### src/rtl/regfile_seq_pkg.sv
// rtl/regfile_seq_pkg.sv - shared types and defaults for the register-file micro-sequencer
package regfile_seq_pkg;

  localparam int unsigned WIDTH_DEF = 16;
  localparam int unsigned ABITS_DEF = 2;

  typedef enum logic [2:0] {
    OP_MOV  = 3'd0,
    OP_ADD  = 3'd1,
    OP_SUB  = 3'd2,
    OP_AND  = 3'd3,
    OP_OR   = 3'd4,
    OP_XOR  = 3'd5,
    OP_LDI  = 3'd6,
    OP_XCHG = 3'd7
  } op_code_e;

  typedef enum logic [1:0] {
    ST_IDLE = 2'd0,
    ST_READ = 2'd1,
    ST_WR1  = 2'd2,
    ST_WR2  = 2'd3
  } state_e;

  // Only the arithmetic/logic codes touch the flags.
  function automatic logic is_alu_op(input logic [2:0] op);
    return (op == OP_ADD) || (op == OP_SUB) || (op == OP_AND) ||
           (op == OP_OR)  || (op == OP_XOR);
  endfunction

endpackage

### src/rtl/seq_alu.sv
// rtl/seq_alu.sv - combinational write-data and carry/borrow generation for the sequencer
module seq_alu
  import regfile_seq_pkg::*;
#(
  parameter int unsigned WIDTH = WIDTH_DEF
) (
  input  logic [2:0]       op,
  input  logic [WIDTH-1:0] a,
  input  logic [WIDTH-1:0] b,
  input  logic [WIDTH-1:0] imm,
  output logic [WIDTH-1:0] wdata,
  output logic             carry
);

  logic [WIDTH:0] sum_ext;
  logic [WIDTH:0] diff_ext;

  // The extra top bit is the carry-out for ADD and the borrow for SUB.
  assign sum_ext  = {1'b0, a} + {1'b0, b};
  assign diff_ext = {1'b0, a} - {1'b0, b};

  always_comb begin
    wdata = '0;
    carry = 1'b0;
    case (op)
      OP_MOV:  wdata = b;
      OP_ADD:  begin wdata = sum_ext[WIDTH-1:0];  carry = sum_ext[WIDTH];  end
      OP_SUB:  begin wdata = diff_ext[WIDTH-1:0]; carry = diff_ext[WIDTH]; end
      OP_AND:  wdata = a & b;
      OP_OR:   wdata = a | b;
      OP_XOR:  wdata = a ^ b;
      OP_LDI:  wdata = imm;
      OP_XCHG: wdata = b;
      default: wdata = '0;
    endcase
  end

endmodule

### src/rtl/regfile_sequencer.sv
// rtl/regfile_sequencer.sv - control sequencer for a dual-read 4x16 register file
module regfile_sequencer
  import regfile_seq_pkg::*;
#(
  parameter int unsigned WIDTH = WIDTH_DEF,
  parameter int unsigned ABITS = ABITS_DEF
) (
  input  logic             clk,
  input  logic             rst,
  input  logic             op_valid,
  output logic             op_ready,
  input  logic [2:0]       op_code,
  input  logic [ABITS-1:0] op_dst,
  input  logic [ABITS-1:0] op_src,
  input  logic [WIDTH-1:0] op_imm,
  output logic             done,
  output logic [WIDTH-1:0] result,
  output logic             flag_z,
  output logic             flag_c,
  output logic [ABITS-1:0] rf_num1,
  output logic [ABITS-1:0] rf_num2,
  output logic [1:0]       rf_write,
  output logic [WIDTH-1:0] rf_wdata,
  input  logic [WIDTH-1:0] rf_rdata1,
  input  logic [WIDTH-1:0] rf_rdata2
);

  localparam logic [1:0] IDLE = ST_IDLE;
  localparam logic [1:0] READ = ST_READ;
  localparam logic [1:0] WR1  = ST_WR1;
  localparam logic [1:0] WR2  = ST_WR2;

  logic [1:0]       state;
  logic [2:0]       op_q;
  logic [ABITS-1:0] dst_q;
  logic [ABITS-1:0] src_q;
  logic [WIDTH-1:0] imm_q;
  logic [WIDTH-1:0] a_q;
  logic [WIDTH-1:0] b_q;
  logic [WIDTH-1:0] alu_wdata;
  logic             alu_carry;
  logic             accept;

  assign op_ready = (state == IDLE);
  assign accept   = op_valid && op_ready;

  seq_alu #(
    .WIDTH(WIDTH)
  ) u_alu (
    .op    (op_q),
    .a     (a_q),
    .b     (b_q),
    .imm   (imm_q),
    .wdata (alu_wdata),
    .carry (alu_carry)
  );

  always_ff @(posedge clk) begin
    if (rst) begin
      state  <= IDLE;
      done   <= 1'b0;
      result <= '0;
      flag_z <= 1'b0;
      flag_c <= 1'b0;
      op_q   <= '0;
      dst_q  <= '0;
      src_q  <= '0;
      imm_q  <= '0;
      a_q    <= '0;
      b_q    <= '0;
    end else begin
      done <= 1'b0;
      case (state)
        IDLE: begin
          if (accept) begin
            op_q  <= op_code;
            dst_q <= op_dst;
            src_q <= op_src;
            imm_q <= op_imm;
            state <= (op_code == OP_LDI) ? WR1 : READ;
          end
        end
        READ: begin
          a_q   <= rf_rdata1;
          b_q   <= rf_rdata2;
          state <= WR1;
        end
        WR1: begin
          result <= alu_wdata;
          if (is_alu_op(op_q)) begin
            flag_z <= (alu_wdata == '0);
            flag_c <= alu_carry;
          end
          if (op_q == OP_XCHG) begin
            state <= WR2;
          end else begin
            state <= IDLE;
            done  <= 1'b1;
          end
        end
        WR2: begin
          state <= IDLE;
          done  <= 1'b1;
        end
        default: state <= IDLE;
      endcase
    end
  end

  // Reads and writes live in disjoint states, so the file never sees both at once.
  always_comb begin
    rf_num1  = '0;
    rf_num2  = '0;
    rf_write = 2'b00;
    rf_wdata = '0;
    case (state)
      READ: begin
        rf_num1 = dst_q;
        rf_num2 = src_q;
      end
      WR1: begin
        rf_num1  = dst_q;
        rf_write = 2'b01;
        rf_wdata = alu_wdata;
      end
      WR2: begin
        rf_num2  = src_q;
        rf_write = 2'b10;
        rf_wdata = a_q;
      end
      default: ;
    endcase
    if (rst) rf_write = 2'b00;
  end

endmodule
### config.mk
export PLATFORM = sky130hd
export DESIGN_NAME = regfile_sequencer
export DESIGN_NICKNAME = d
export VERILOG_FILES = /design/src/rtl/regfile_seq_pkg.sv /design/src/rtl/seq_alu.sv /design/src/rtl/regfile_sequencer.sv
export SDC_FILE = /design/constraint.sdc
export NUM_CORES = 1
export LEC_CHECK = 0
export ABC_CLOCK_PERIOD_IN_PS = 2790
export BUFFER_PORTS_ARGS = -buffer_cell sky130_fd_sc_hd__buf_2
export CAP_MARGIN = 20
export CELL_PAD_IN_SITES_DETAIL_PLACEMENT = 0
export CELL_PAD_IN_SITES_GLOBAL_PLACEMENT = 1
export CORE_MARGIN = 4
export CORE_UTILIZATION = 30
export DETAILED_ROUTE_END_ITERATION = 10
export GPL_ROUTABILITY_DRIVEN = 0
export PLACE_DENSITY = 0.65
export SKIP_CTS_REPAIR_TIMING = 1
export SLEW_MARGIN = 20
export SYNTH_ARGS = -nofsm -noshare
export SYNTH_HDL_FRONTEND = slang
export SYNTH_SLANG_ARGS = --single-unit
### constraint.sdc
create_clock -name clk -period 2.79 [get_ports clk]
set_input_delay 0.279 -clock clk [delete_from_list [all_inputs] [get_ports clk]]
set_output_delay 0.279 -clock clk [all_outputs]
set_load 0.03 [all_outputs]
==> flow_metrics.tcl <==
set metrics [dict create \
    grt_overflow 0 \
    setup_ws_ns -0.4404 \
    worstPathRequired_ns 2.51 \
    ys_ff_latch 76 \
    powerDensity_mw_per_mm2 558.3 \
    syn_area_mm2 0.006028 \
    yosysTopAreaCellShare_pct 25.24 \
    totalWireLength_um 22260 \
    synth_most_common_cell "nand2_1" \
    grt_start_max_net_pins 78 \
    dp_hpwl_um 16810 \
    wl_per_cell_um 17.15 \
    finish.net_count 1140 \
    grt_usage_pct 19.38 \
    initial_core_util_pct 30.77 \
    synth_nets 895 \
    final.period_utilization_pct 115.8 \
    fin_skew_ns 0.01078 \
    hold_start "op_src[1]" \
    drv_slew 0 \
    violations "setup timing" \
    r2r_start "a_q[0]" \
    portBuffers 99 \
    finalCriticalPeriod_ns 3.230 \
    clk_pin_slew_ns 0.07 \
    cp.arrival_ns 2.95 \
    drive_gt1_share_pct 41.24 \
    ys.flop_type "dfxtp_1" \
    grt_pass1_wl_um 33970 \
    synth_top_cells_by_count "nand2_1 (120), nor2_1 (78), dfxtp_1 (76)" \
    finalSetupTns_ns -3.449 \
    io_pins 100 \
    routed_via_density 5.015 \
    antennaDiodeCount 0 \
    drc 0 \
    synth_cell_type_count 78 \
    drtIter0Drc 489 \
    die_w_um 149.8 \
    die_y_um 149.8 \
    yosys.area.top_type "dfxtp_1" \
    tightest_slew_ns 0.8521 \
    clock_sinks 76 \
    htree_levels 3 \
    setup_viol 13 \
    clk_latency_ns 0.35 \
    reg2reg_depth 16 \
    outcome "finished, violations left" \
    fmax_mhz 309.6 \
    ant_nets 0 \
    synth_area_leaders "dfxtp_1 (25%), ha_1 (11%), nand2_1 (7.5%)" \
    irDropWorstVdd_mv 0.2663 \
    dieArea_mm2 0.02243 \
    rrSetupSlack_ns -0.25 \
    ys_seq_area_share_pct 25.24 \
    antenna_found_initial 0 \
    r2r-end "flag_z" \
    syn_avg_cell_area_um2 7.699 \
    cts_made_buffers 9 \
    vias 6510 \
    crit_path_start_kind "register" \
    syn_inst 783 \
    worstHoldPathCells 3 \
    synth-edff-count 0 \
    crit_type "register to primary output" \
    relSlewSlack_pct 43.19 \
    syn_to_final_growth_pct 47.55 \
    path_max_fanout 3 \
    fill_cells 2006 \
    yosys_warnings 0 \
    core_mm2 0.01959 \
    postLayoutCoreUtil_pct 45.40 \
    maxCapViolCount 0 \
    std_cell_rows 51 \
    cellLeakagePower_uw 0.003914 \
    cts_buffer_depth 2 \
    crit_path_end_kind "primary output" \
    dr.pass1.iters 6 \
    rsz0062_at_grt "true" \
    grt_pass1_vias 6316 \
    min_to "src_q[1]" \
    hold_class "input pin to register" \
    synthArstFlopShare_pct 0 \
    cts-root-buf "clkbuf_16" \
    cts_tree "yes" \
    hold_violations 0 \
]
power by group:
group | switching (µW) | internal [µW] | total, µW
clock | 534 | 800 | 1330
sequential | 72.5 | 1190 | 1260
combinational | 1280 | 1100 | 2370
cell usage in the layout (no fill, tap or decap), types with 5 or more instances in the layout:
cell type | netlist | final
nor2b_1 | 7 | 5
dfxtp_2 | 0 | 11
a211oi_2 | 0 | 5
buf_2 | 11 | 89
o21a_1 | 8 | 7
nand2_2 | 0 | 7
o21ai_0 | 24 | 14
mux2i_1 | 41 | 40
o21ai_2 | 0 | 5
mux4_2 | 8 | 8
dfxtp_1 | 76 | 63
a211oi_1 | 13 | 8
a21o_1 | 7 | 7
a221oi_1 | 8 | 7
a221o_1 | 7 | 7
and2_1 | 6 | 5
inv_1 | 62 | 57
nor2_1 | 78 | 75
o21ai_1 | 5 | 9
a21oi_2 | 2 | 15
nor3_1 | 12 | 9
buf_6 | 5 | 13
o211ai_1 | 5 | 5
ha_2 | 0 | 6
buf_4 | 2 | 181
clkbuf_16 | 0 | 9
a21oi_1 | 71 | 58
nand2b_1 | 11 | 11
nand3_1 | 13 | 13
or3_1 | 8 | 5
inv_2 | 2 | 7
ha_4 | 0 | 6
nand2_1 | 120 | 113
ha_1 | 52 | 40
cells by family (layout without fill, tap and decap cells):
family	after synthesis	count (layout)	synth area share, %
flops	76	76	25.24
mux	50	50	9.983
compound gates	205	205	23.08
simple gates	281	281	21.52
fa+ha+maj	54	54	11.46
buf+inv	117	367	8.717
through the flow:
| stage | std cells | hold WS (ns) | total power, µW | worst slack, ns | area (µm²) |
|---|---|---|---|---|---|
| after detailed placement | 1270 | 0.4486 | 3318 | -0.3241 | 7941 |
| after global routing | 1298 | 0.1517 | 5260 | -0.5524 | 8895 |
| after floorplan | 783 | 0.4150 | 2467 | -0.05117 | 6038 |
| after CTS | 1286 | 0.1486 | 4673 | -0.7035 | 8273 |
| after global placement | 1270 | 0.4388 | 3308 | -0.2977 | 7941 |
| final | 1298 | 0.1622 | 4966 | -0.4404 | 8895 |
final cells by class:
cell class              instances  area (µm²)  share of cell area [%]
flip-flops and latches         76        1543                   17.34
multi-input cells             590        4423                   49.73
clock inverters                 7       106.4                   1.196
well taps                     265       331.6                   3.728
clock buffers                   9       225.2                   2.532
inverters                      64       240.2                   2.701
repair buffers                287        2026                   22.77
worst max path at each step:
stage	from	endpoint	slack (ns)	depth (start not counted)
after CTS	b_q[4]	rf_wdata[13]	-0.70	12
after floorplan	a_q[5]	rf_wdata[15]	-0.05	11
after detailed placement	b_q[4]	rf_wdata[13]	-0.32	12
after global routing	b_q[0]	rf_wdata[14]	-0.55	13
final	b_q[0]	rf_wdata[14]	-0.44	13
after global placement	a_q[4]	rf_wdata[13]	-0.30	12
critical path, stage by stage, from the launching register on:
cell	delay, ns
dfxtp_2	0.35
buf_6	0.11
ha_4	0.13
inv_2	0.04
fa_2	0.40
nor2b_2	0.14
o31a_1	0.22
buf_4	0.14
o211ai_1	0.14
a21oi_2	0.23
a211oi_2	0.07
or3_4	0.42
nand2_2	0.09
buf_6	0.12
per-layer routing:
layer	global-route usage, %	share of wire [%]
met5	0	0
met4	4.712	1.0
met3	4.270	5.9
met2	31.76	48
met1	26.03	45
state kept, by name (all words and copies together) (netlist names):
| name | cells |
|---|---|
| op_q | 3 |
| src_q | 2 |
| done | 1 |
| b_q | 16 |
| result | 16 |
| flag_z | 1 |
| dst_q | 2 |
| flag_c | 1 |
| imm_q | 16 |
| a_q | 16 |
| state | 2 |
No activity file was read; power rests on OpenSTA's default activity.
